File: src/rtl/ram_emu_read_port_if.sv
`default_nettype none
// ============================================================================
// Module      : ram_emu_read_port_if
// Description : Request/response bundle between the core and the RAM emulator
//               read port.
// Revision    : 1.0 - initial release
// ============================================================================
interface ram_emu_read_port_if #(
    parameter int ADDR_BITS = 16,
    parameter int DATA_BITS = 16
) ();
    logic                 req_valid;
    logic                 req_ready;
    logic [ADDR_BITS-1:0] req_addr;
    logic                 resp_valid;
    logic [DATA_BITS-1:0] resp_data;
    logic                 timeout;
    logic [1:0]           err_status;

    modport master (
        output req_valid, req_addr,
        input  req_ready, resp_valid, resp_data, timeout, err_status
    );

    modport slave (
        input  req_valid, req_addr,
        output req_ready, resp_valid, resp_data, timeout, err_status
    );
endinterface
`default_nettype wire

File: src/rtl/ram_emu_read_port.sv
`default_nettype none
// ============================================================================
// Module      : ram_emu_read_port
// Description : Serializes a read command onto the 2-pin link to the PIO RAM
//               emulator and deserializes the returned data word.
// Revision    : 1.0 - initial release
// ============================================================================
module ram_emu_read_port #(
    parameter int ADDR_BITS = 16,
    parameter int DATA_BITS = 16,
    parameter int IO_BITS   = 2,
    parameter int TIMEOUT   = 255
) (
    input  wire logic               clk,
    input  wire logic               rst_n,
    ram_emu_read_port_if.slave      bus,
    output logic [IO_BITS-1:0]      tx_pins,
    input  wire logic [IO_BITS-1:0] rx_pins
);

    localparam int c_ADDR_PAIRS = ADDR_BITS / IO_BITS;
    localparam int c_DATA_PAIRS = DATA_BITS / IO_BITS;
    localparam int c_PAIRS_MAX  = (c_ADDR_PAIRS > c_DATA_PAIRS) ? c_ADDR_PAIRS : c_DATA_PAIRS;
    localparam int c_TMO_W      = $clog2(TIMEOUT + 1);
    localparam int c_PAIR_W     = ($clog2(c_PAIRS_MAX) < 1) ? 1 : $clog2(c_PAIRS_MAX);
    // One counter serves the tx pairs, the rx pairs and the response wait.
    localparam int c_CNT_W      = (c_TMO_W > c_PAIR_W) ? c_TMO_W : c_PAIR_W;

    localparam logic [c_CNT_W-1:0] c_TIMEOUT   = c_CNT_W'(TIMEOUT);
    localparam logic [c_CNT_W-1:0] c_ADDR_LAST = c_CNT_W'(c_ADDR_PAIRS - 1);
    localparam logic [c_CNT_W-1:0] c_DATA_LAST = c_CNT_W'(c_DATA_PAIRS - 1);
    localparam logic [c_CNT_W-1:0] c_CNT_ONE   = c_CNT_W'(1);
    localparam logic [IO_BITS-1:0] c_SYM_IDLE  = IO_BITS'(0);
    localparam logic [IO_BITS-1:0] c_SYM_START = IO_BITS'(1);

    typedef enum logic [2:0] {
        S_IDLE    = 3'd0,
        S_TX_HDR  = 3'd1,
        S_TX_ADDR = 3'd2,
        S_WAIT_RX = 3'd3,
        S_RX_DATA = 3'd4
    } state_t;

    state_t               r_state,     w_state;
    logic [IO_BITS-1:0]   r_tx,        w_tx;
    logic [IO_BITS-1:0]   r_rx_q;
    logic [ADDR_BITS-1:0] r_addr_sr,   w_addr_sr;
    logic [DATA_BITS-1:0] r_data_sr,   w_data_sr;
    logic [DATA_BITS-1:0] r_resp_data, w_resp_data;
    logic [c_CNT_W-1:0]   r_cnt,       w_cnt;
    logic                 r_resp_valid, w_resp_valid;
    logic [1:0]           r_err,       w_err;
    logic                 w_timeout;
    logic                 w_start;
    logic                 w_bad;

    assign w_start = (r_rx_q == c_SYM_START);
    assign w_bad   = !w_start && (r_rx_q != c_SYM_IDLE);

    always_comb begin
        w_state      = r_state;
        w_tx         = r_tx;
        w_addr_sr    = r_addr_sr;
        w_data_sr    = r_data_sr;
        w_resp_data  = r_resp_data;
        w_cnt        = r_cnt;
        w_resp_valid = 1'b0;
        w_err        = r_err;
        w_timeout    = 1'b0;

        case (r_state)
            S_IDLE: begin
                w_tx = c_SYM_IDLE;
                if (w_start) w_err[1] = 1'b1;
                if (bus.req_valid) begin
                    w_addr_sr = bus.req_addr;
                    w_tx      = c_SYM_START;
                    w_state   = S_TX_HDR;
                end
            end
            S_TX_HDR: begin
                if (w_start) w_err[1] = 1'b1;
                w_tx      = r_addr_sr[IO_BITS-1:0];
                w_addr_sr = r_addr_sr >> IO_BITS;
                w_cnt     = '0;
                w_state   = S_TX_ADDR;
            end
            S_TX_ADDR: begin
                if (w_start) w_err[1] = 1'b1;
                if (r_cnt == c_ADDR_LAST) begin
                    w_tx    = c_SYM_IDLE;
                    w_cnt   = '0;
                    w_state = S_WAIT_RX;
                end else begin
                    w_tx      = r_addr_sr[IO_BITS-1:0];
                    w_addr_sr = r_addr_sr >> IO_BITS;
                    w_cnt     = r_cnt + c_CNT_ONE;
                end
            end
            S_WAIT_RX: begin
                // A start symbol wins over an expiring wait in the same cycle.
                if (w_start) begin
                    w_cnt   = '0;
                    w_state = S_RX_DATA;
                end else begin
                    if (w_bad) w_err[0] = 1'b1;
                    if (r_cnt == c_TIMEOUT) begin
                        w_timeout = 1'b1;
                        w_cnt     = '0;
                        w_state   = S_IDLE;
                    end else begin
                        w_cnt = r_cnt + c_CNT_ONE;
                    end
                end
            end
            S_RX_DATA: begin
                w_data_sr = {r_rx_q, r_data_sr[DATA_BITS-1:IO_BITS]};
                if (r_cnt == c_DATA_LAST) begin
                    w_resp_data  = w_data_sr;
                    w_resp_valid = 1'b1;
                    w_cnt        = '0;
                    w_state      = S_IDLE;
                end else begin
                    w_cnt = r_cnt + c_CNT_ONE;
                end
            end
            default: begin
                w_tx    = c_SYM_IDLE;
                w_cnt   = '0;
                w_state = S_IDLE;
            end
        endcase
    end

    always_ff @(posedge clk or negedge rst_n) begin
        if (!rst_n) begin
            r_state      <= S_IDLE;
            r_tx         <= '0;
            r_rx_q       <= '0;
            r_addr_sr    <= '0;
            r_data_sr    <= '0;
            r_resp_data  <= '0;
            r_cnt        <= '0;
            r_resp_valid <= 1'b0;
            r_err        <= 2'b00;
        end else begin
            r_state      <= w_state;
            r_tx         <= w_tx;
            r_rx_q       <= rx_pins;
            r_addr_sr    <= w_addr_sr;
            r_data_sr    <= w_data_sr;
            r_resp_data  <= w_resp_data;
            r_cnt        <= w_cnt;
            r_resp_valid <= w_resp_valid;
            r_err        <= w_err;
        end
    end

    assign tx_pins        = r_tx;
    assign bus.req_ready  = (r_state == S_IDLE);
    assign bus.resp_valid = r_resp_valid;
    assign bus.resp_data  = r_resp_data;
    assign bus.timeout    = w_timeout;
    assign bus.err_status = r_err;

endmodule
`default_nettype wire

File: src/flat_wrapper.sv
// flat-port wrapper written by rule: the top's interface ports become plain ports
module ram_emu_read_port_flat 
#(
    parameter int ADDR_BITS = 16,
    parameter int DATA_BITS = 16,
    parameter int IO_BITS   = 2,
    parameter int TIMEOUT   = 255
)
  (clk, rst_n, tx_pins, rx_pins, bus_req_valid, bus_req_addr, bus_req_ready, bus_resp_valid, bus_resp_data, bus_timeout, bus_err_status);
  ram_emu_read_port_if #(.ADDR_BITS(ADDR_BITS), .DATA_BITS(DATA_BITS)) bus_i ();
  input  wire logic clk;
  input  wire logic rst_n;
  output logic [IO_BITS-1:0] tx_pins;
  input  wire logic [IO_BITS-1:0] rx_pins;
  input wire logic [$bits(bus_i.req_valid)-1:0] bus_req_valid;
  input wire logic [$bits(bus_i.req_addr)-1:0] bus_req_addr;
  output wire logic [$bits(bus_i.req_ready)-1:0] bus_req_ready;
  output wire logic [$bits(bus_i.resp_valid)-1:0] bus_resp_valid;
  output wire logic [$bits(bus_i.resp_data)-1:0] bus_resp_data;
  output wire logic [$bits(bus_i.timeout)-1:0] bus_timeout;
  output wire logic [$bits(bus_i.err_status)-1:0] bus_err_status;
  assign bus_i.req_valid = bus_req_valid;
  assign bus_i.req_addr = bus_req_addr;
  assign bus_req_ready = bus_i.req_ready;
  assign bus_resp_valid = bus_i.resp_valid;
  assign bus_resp_data = bus_i.resp_data;
  assign bus_timeout = bus_i.timeout;
  assign bus_err_status = bus_i.err_status;
  ram_emu_read_port #(.ADDR_BITS(ADDR_BITS), .DATA_BITS(DATA_BITS), .IO_BITS(IO_BITS), .TIMEOUT(TIMEOUT)) u_core (.clk(clk), .rst_n(rst_n), .bus(bus_i), .tx_pins(tx_pins), .rx_pins(rx_pins));
endmodule
File: config.mk
export PLATFORM = sky130hd
export DESIGN_NAME = ram_emu_read_port_flat
export DESIGN_NICKNAME = d
export VERILOG_FILES = /design/src/rtl/ram_emu_read_port_if.sv /design/src/rtl/ram_emu_read_port.sv /design/src/flat_wrapper.sv
export SDC_FILE = /design/constraint.sdc
export NUM_CORES = 1
export LEC_CHECK = 0
export CAP_MARGIN = 30
export CORE_ASPECT_RATIO = 0.8
export CORE_MARGIN = 5
export CORE_UTILIZATION = 45
export CTS_CLUSTER_DIAMETER = 30
export DETAILED_ROUTE_END_ITERATION = 7
export PLACE_DENSITY = 0.69
export SLEW_MARGIN = 20
export SYNTH_ARGS = -nofsm -noshare
export SYNTH_HDL_FRONTEND = slang
export SYNTH_SLANG_ARGS = --single-unit
File: constraint.sdc
create_clock -name clk -period 3.6 [get_ports clk]
set_input_delay 0.72 -clock clk [delete_from_list [all_inputs] [get_ports clk]]
set_output_delay 0.72 -clock clk [all_outputs]
set_load 0.05 [all_outputs]
Word-level counts from Yosys, hierarchy flattened
Cells that the tools add are included.
{"block": "totals", "regBits": 66, "input_bits": 21}
{"block": "op_classes", "add_sub_neg": 1, "n_eq_ne": 12, "muxes": 21, "bitwise": 1, "n_reduce_logical": 13}
{"operator": "one-hot mux 16 bit (3 select lines)", "n": 1}
{"operator": "2-to-1 mux 16 bit", "n": 2}
{"operator": "2-to-1 mux 8 bit", "n": 3}
{"operator": "one-hot mux 8 bit (3 select lines)", "n": 1}
{"operator": "2-to-1 mux 3 bit", "n": 5}
{"operator": "one-hot mux 3 bit (5 select lines)", "n": 1}
{"operator": "adder 8 x 1 -> 8 bit (second input constant)", "n": 1}
{"operator": "== test 8 x 3 -> 1 bit (second input constant)", "n": 1}
{"operator": "== test 8 bit (second input constant)", "n": 1}
{"operator": "one-hot mux 2 bit (4 select lines)", "n": 1}
{"operator": "== test 3 x 2 -> 1 bit (second input constant)", "n": 2}
{"operator": "2-to-1 mux 1 bit", "n": 6}
{"operator": "AND reduction 3 bit", "n": 2}
{"operator": "!= test 2 x 1 -> 1 bit (second input constant)", "n": 2}
{"operator": "!= test 2 bit (second input constant)", "n": 2}
{"operator": "AND reduction 2 bit", "n": 2}
{"operator": "AND reduction 4 bit", "n": 1}
{"operator": "OR reduction 2 bit", "n": 2}
{"operator": "== test 3 x 1 -> 1 bit (second input constant)", "n": 1}
{"operator": "== test 3 bit (second input constant)", "n": 1}
{"operator": "logical NOT 3 bit", "n": 1}
{"operator": "!= test 3 x 1 -> 1 bit (second input constant)", "n": 1}
{"operator": "nonzero test 3 bit", "n": 1}
{"operator": "OR reduction 3 bit", "n": 1}
{"operator": "6 further kinds", "n": 6}

Longest topological paths before layout
Gate-level depths: netlist of the first run.
{"block": "logic_depth", "depth_word": 4, "ltp_mapped": 7, "ltp_nobuf": 6}

Least setup slack after synthesis of the first run
OpenSTA, ideal clock, no wires.
{"block": "synth_path", "kind": "register to output", "start": "register u_core.r_state[1]", "end": "output bus_req_ready", "t_arrival_ps": 2181, "required_ps": 2880, "setup_slack_ps": 699, "path_stages_with_launch": 4, "path_buffers": 2, "path_cell_list": "dfrtp_1 clkbuf_1 clkbuf_1 nor3_1"}
{"block": "synth_between", "elab_chain_len": 1}
{"item": "start: declaration", "line_no": "ram_emu_read_port.sv:44", "source": "state_t r_state, w_state;"}
{"item": "start signal: assignment", "line_no": "ram_emu_read_port.sv:147", "source": "r_state <= w_state;"}
{"item": "logical NOT 3 bit", "line_no": "ram_emu_read_port.sv:160", "source": "assign bus.req_ready = (r_state == S_IDLE);"}
{"item": "end: declaration", "line_no": "flat_wrapper.sv:17", "source": "output wire logic [$bits(bus_i.req_ready)-1:0] bus_req_ready;"}
No other way between the ends.

Worst setup path in the final report of the first run
{"block": "layout_path", "start": "register u_core.r_state[0]", "end": "output bus_timeout"}
{"block": "layout_between", "elab_chain_len": 2}
{"item": "== test 3 x 2 -> 1 bit", "line_no": "ram_emu_read_port.sv:71", "source": "case (r_state)"}
{"item": "2-to-1 mux 1 bit", "line_no": "ram_emu_read_port.sv:71"}
{"item": "end: declaration", "line_no": "flat_wrapper.sv:20", "source": "output wire logic [$bits(bus_i.timeout)-1:0] bus_timeout;"}
No other way between the ends.

==> flow_summary_export.csv, run 1 <==
group,metric,value,unit
outcome,status,"finished, final reports clean",
routing,drc_errors,0,
clock_network,h-tree-depth,3,
sta,fin_tns_setup,0,ns
synth,yosysSeqAreaShare,56.07,%
placed_design,placed_cell_area,3392,um2
placed_design,gp_congestion,0.8390,
clock_network,cts_tree,"built",
clock_network,cts_sinks,64,
synth,syn_area,2856,um2
global_routing,grt_pass1_wl,9611,um
clock_network,holdBufCountCts,0,
finish,antenna_cells,0,
finish,fin_area,3590,um2
routing,ant_nets,0,
routing,wl_per_cell,14.47,um
floorplan,rows,26,
synth,yosysTopAreaCell,"dfrtp_1",
worst_setup_path,crit_fanout,14,
worst_setup_path,cpPeakStageDelay,0.80,ns
placed_design,hpwl,3688,um
synth,synth.most_common_cell,"dfrtp_1",
synth,yosys_warnings,0,
sta,slew_viol_final,0,
floorplan,dieArea,8051,um2
worst_setup_path,cp-end-kind,"output pin",
finish,nets,307,
floorplan,die_y,81.26,um
hold_path,hold_path_class,"input port to asynchronous set/reset pin",
worst_setup_path,criticalPathCategory,"register to output pin",
synth,synth-async-reset-ratio,100.0,%
clock_network,clock_path_buffers,2,
sta,fin_crit,3.133,ns
sta,fin_crit_sh,87.02,%
placed_design,port_buffers,43,
synth,synth.area.top_cells,"dfrtp_1, mux2_2, mux2i_1",
clock_network,cts_resized,0,
finish,fill_cells,525,
placed_design,dp_slack,0.8074,ns
sta,skew,0.01018,ns
global_routing,grt_pass1_vias,1944,
worst_setup_path,cp.arrival,2.41,ns
sta,fin_ws,0.4675,ns
synth,yosys_most_used_dff,"dfrtp_1",
pwr,leakage,1.656,nW
clock_network,cts_setup_buffers,0,
floorplan,core,6279,um2
synth,yosysTopAreaCellShare,56.07,%
worst_setup_path,worst-path-buf-inv,1,
clock_network,cts.reportedPaths.clkPinSlew,0.07,ns
routing,viasPerCell,5.088,
synth,postSynthCellCount,235,
sta,max_clock_freq,319.2,MHz
clock_network,cts_root_buffer,"clkbuf_8",
sta,final_hold_viol_count,0,
routing,vias,1903,
global_routing,grt_antenna_before_repair,0,
sta,rsz0062_at_grt,"no",
worst_setup_path,crit_family,"buffers and inverters",
synth,synth.net_count,257,
pwr,irDropWorstVdd,0.4123,mV
worst_setup_path,startpoint_type,"register",
synth,avgSynthCellArea,12.16,um2
global_routing,grtUsageTotal,15.29,%
synth,synth-edff-count,0,
sta,worstMarginPinSlew,0.7730,ns
pwr,power_per_cell_area,714.2,nW/um2
clock_network,cts_buffers,9,
worst_setup_path,crit_chain,"and3b_1 > and2_1 > and3_1 > clkdlybuf4s50_1",
routing,firstDrtPassIters,4,
sta,setup_viol,0,
clock_network,clock_latency,0.33,ns
routing,drt_wl_total,5411,um
floorplan,start_util,45.50,%
global_routing,grt.overflow.total,0,
floorplan,io-pin-count,44,
finish,syn_to_final_growth,25.67,%
synth,synth_common_cells,"dfrtp_1, mux2_2, nor2_1, a21oi_1, mux2i_1",
sta,max_slew_margin,48.24,%
routing,drt_iter0_markers,88,
worst_setup_path,slowest_stage,"clkdlybuf4s50_1",
run,cap_violations,0,
worst_setup_path,required,2.88,ns
floorplan,dieWidth,99.08,um
synth,synth_seq_cells,64,
global_routing,grt_start_max_net_pins,41,
synth,ys_types,42,
finish,layout-drive-gt1-share,21.72,%
path summary, 6_finish.rpt:
check                                         start                       end  slack, ns  depth (start not counted)
min in group clk           u_core.bus.err_status[0]  u_core.bus.err_status[0]       0.47                          1
max in group asynchronous                     rst_n          u_core.r_rx_q[1]       2.31                          2
min                                           rst_n   u_core.bus.resp_data[9]       0.36                          1
min reg2reg                u_core.bus.err_status[0]  u_core.bus.err_status[0]       0.47                          1
max                               u_core.r_state[0]               bus_timeout       0.47                          4
max reg2reg                         u_core.r_cnt[5]   u_core.bus.resp_data[9]       1.49                          4
placed cells by master (no fill, tap or decap), types with 2 or more instances in the layout:
cell type	instances
a21o_1	4
a211oi_1	2
a21oi_2	2
a22o_1	2
nor3_1	5
dfrtp_1	64
mux2i_1	17
clkdlybuf4s50_1	42
and2_1	2
clkbuf_8	10
nand3_1	4
mux2_4	9
mux2_2	22
nor2b_1	3
nand2b_1	3
nand2_1	8
inv_1	7
o21ai_0	8
buf_4	7
clkinv_2	2
nor2_1	21
a21oi_1	19
nand3b_1	2
report_power, final:
group,internal (mW),switching [mW],leakage (nW),total (mW)
Clock,0.338,0.270,0.0993,0.607
Sequential,0.888,0.114,0.824,1.00
Combinational,0.424,0.532,0.733,0.955
layout make-up:
cell class,instances,area [um2],share of cell area [%]
Sequential cell,64,1602,44.61
Multi-Input combinational cell,153,1181,32.90
Timing Repair Buffer,50,478.0,13.31
Clock buffer,11,141.4,3.939
Tap cell,84,105.1,2.928
Clock inverter,5,56.30,1.568
Inverter,7,26.28,0.7320
kinds of logic (layout without fill, tap and decap cells):
kind of cell	Yosys count	after routing	synth area share (%)
AOI/OAI and AO/OA	46	46	10.43
adders and majority gates	1	1	0.4380
DFF	64	64	56.07
muxes	48	48	19.36
xor gates and xnor gates	1	1	0.3067
buffers and inverters	18	73	2.716
and+or+nand+nor	57	57	10.69
registers in the layout (all words and copies together) (netlist names):
register	count
u_core.r_addr_sr	16
u_core.bus.err_status	2
u_core.r_cnt	8
u_core.r_rx_q	2
u_core.bus.resp_data	16
u_core.r_data_sr	14
u_core.bus.resp_valid	1
u_core.r_state	3
u_core.tx_pins	2
metal layers:
metal,track usage (%),vias up,share of wire [%]
li1,-,932,-
met1,19.99,927,47
met2,23.39,39,47
met3,6.094,5,5.4
met4,4.911,0,1.0
met5,0,-,0
stage by stage:
step | hold slack, ns | util [%] | std cells | power (mW)
3_5_place_dp | 0.4516 | 54.03 | 358 | 1.983
3_3_place_gp | 0.4548 | 54.03 | 358 | 1.962
5_1_grt | 0.3971 | 57.17 | 374 | 2.763
4_1_cts | 0.3665 | 57.17 | 374 | 2.601
6_report | 0.3632 | 57.17 | 374 | 2.564
2_1_floorplan | 0.4244 | - | 235 | 1.722
Power figures use the tool's default switching activity.
==> inputs of run 2 (changes only) <==
--- a/config.mk
+++ b/config.mk
@@ -11,6 +11,7 @@
 export CORE_UTILIZATION = 45
 export CTS_CLUSTER_DIAMETER = 30
 export DETAILED_ROUTE_END_ITERATION = 7
+export GPL_ROUTABILITY_DRIVEN = 0
 export PLACE_DENSITY = 0.69
 export SLEW_MARGIN = 20
 export SYNTH_ARGS = -nofsm -noshare
==> results of run 2 <==
The final DEF is identical to that of run 1; final timing and power are the same.
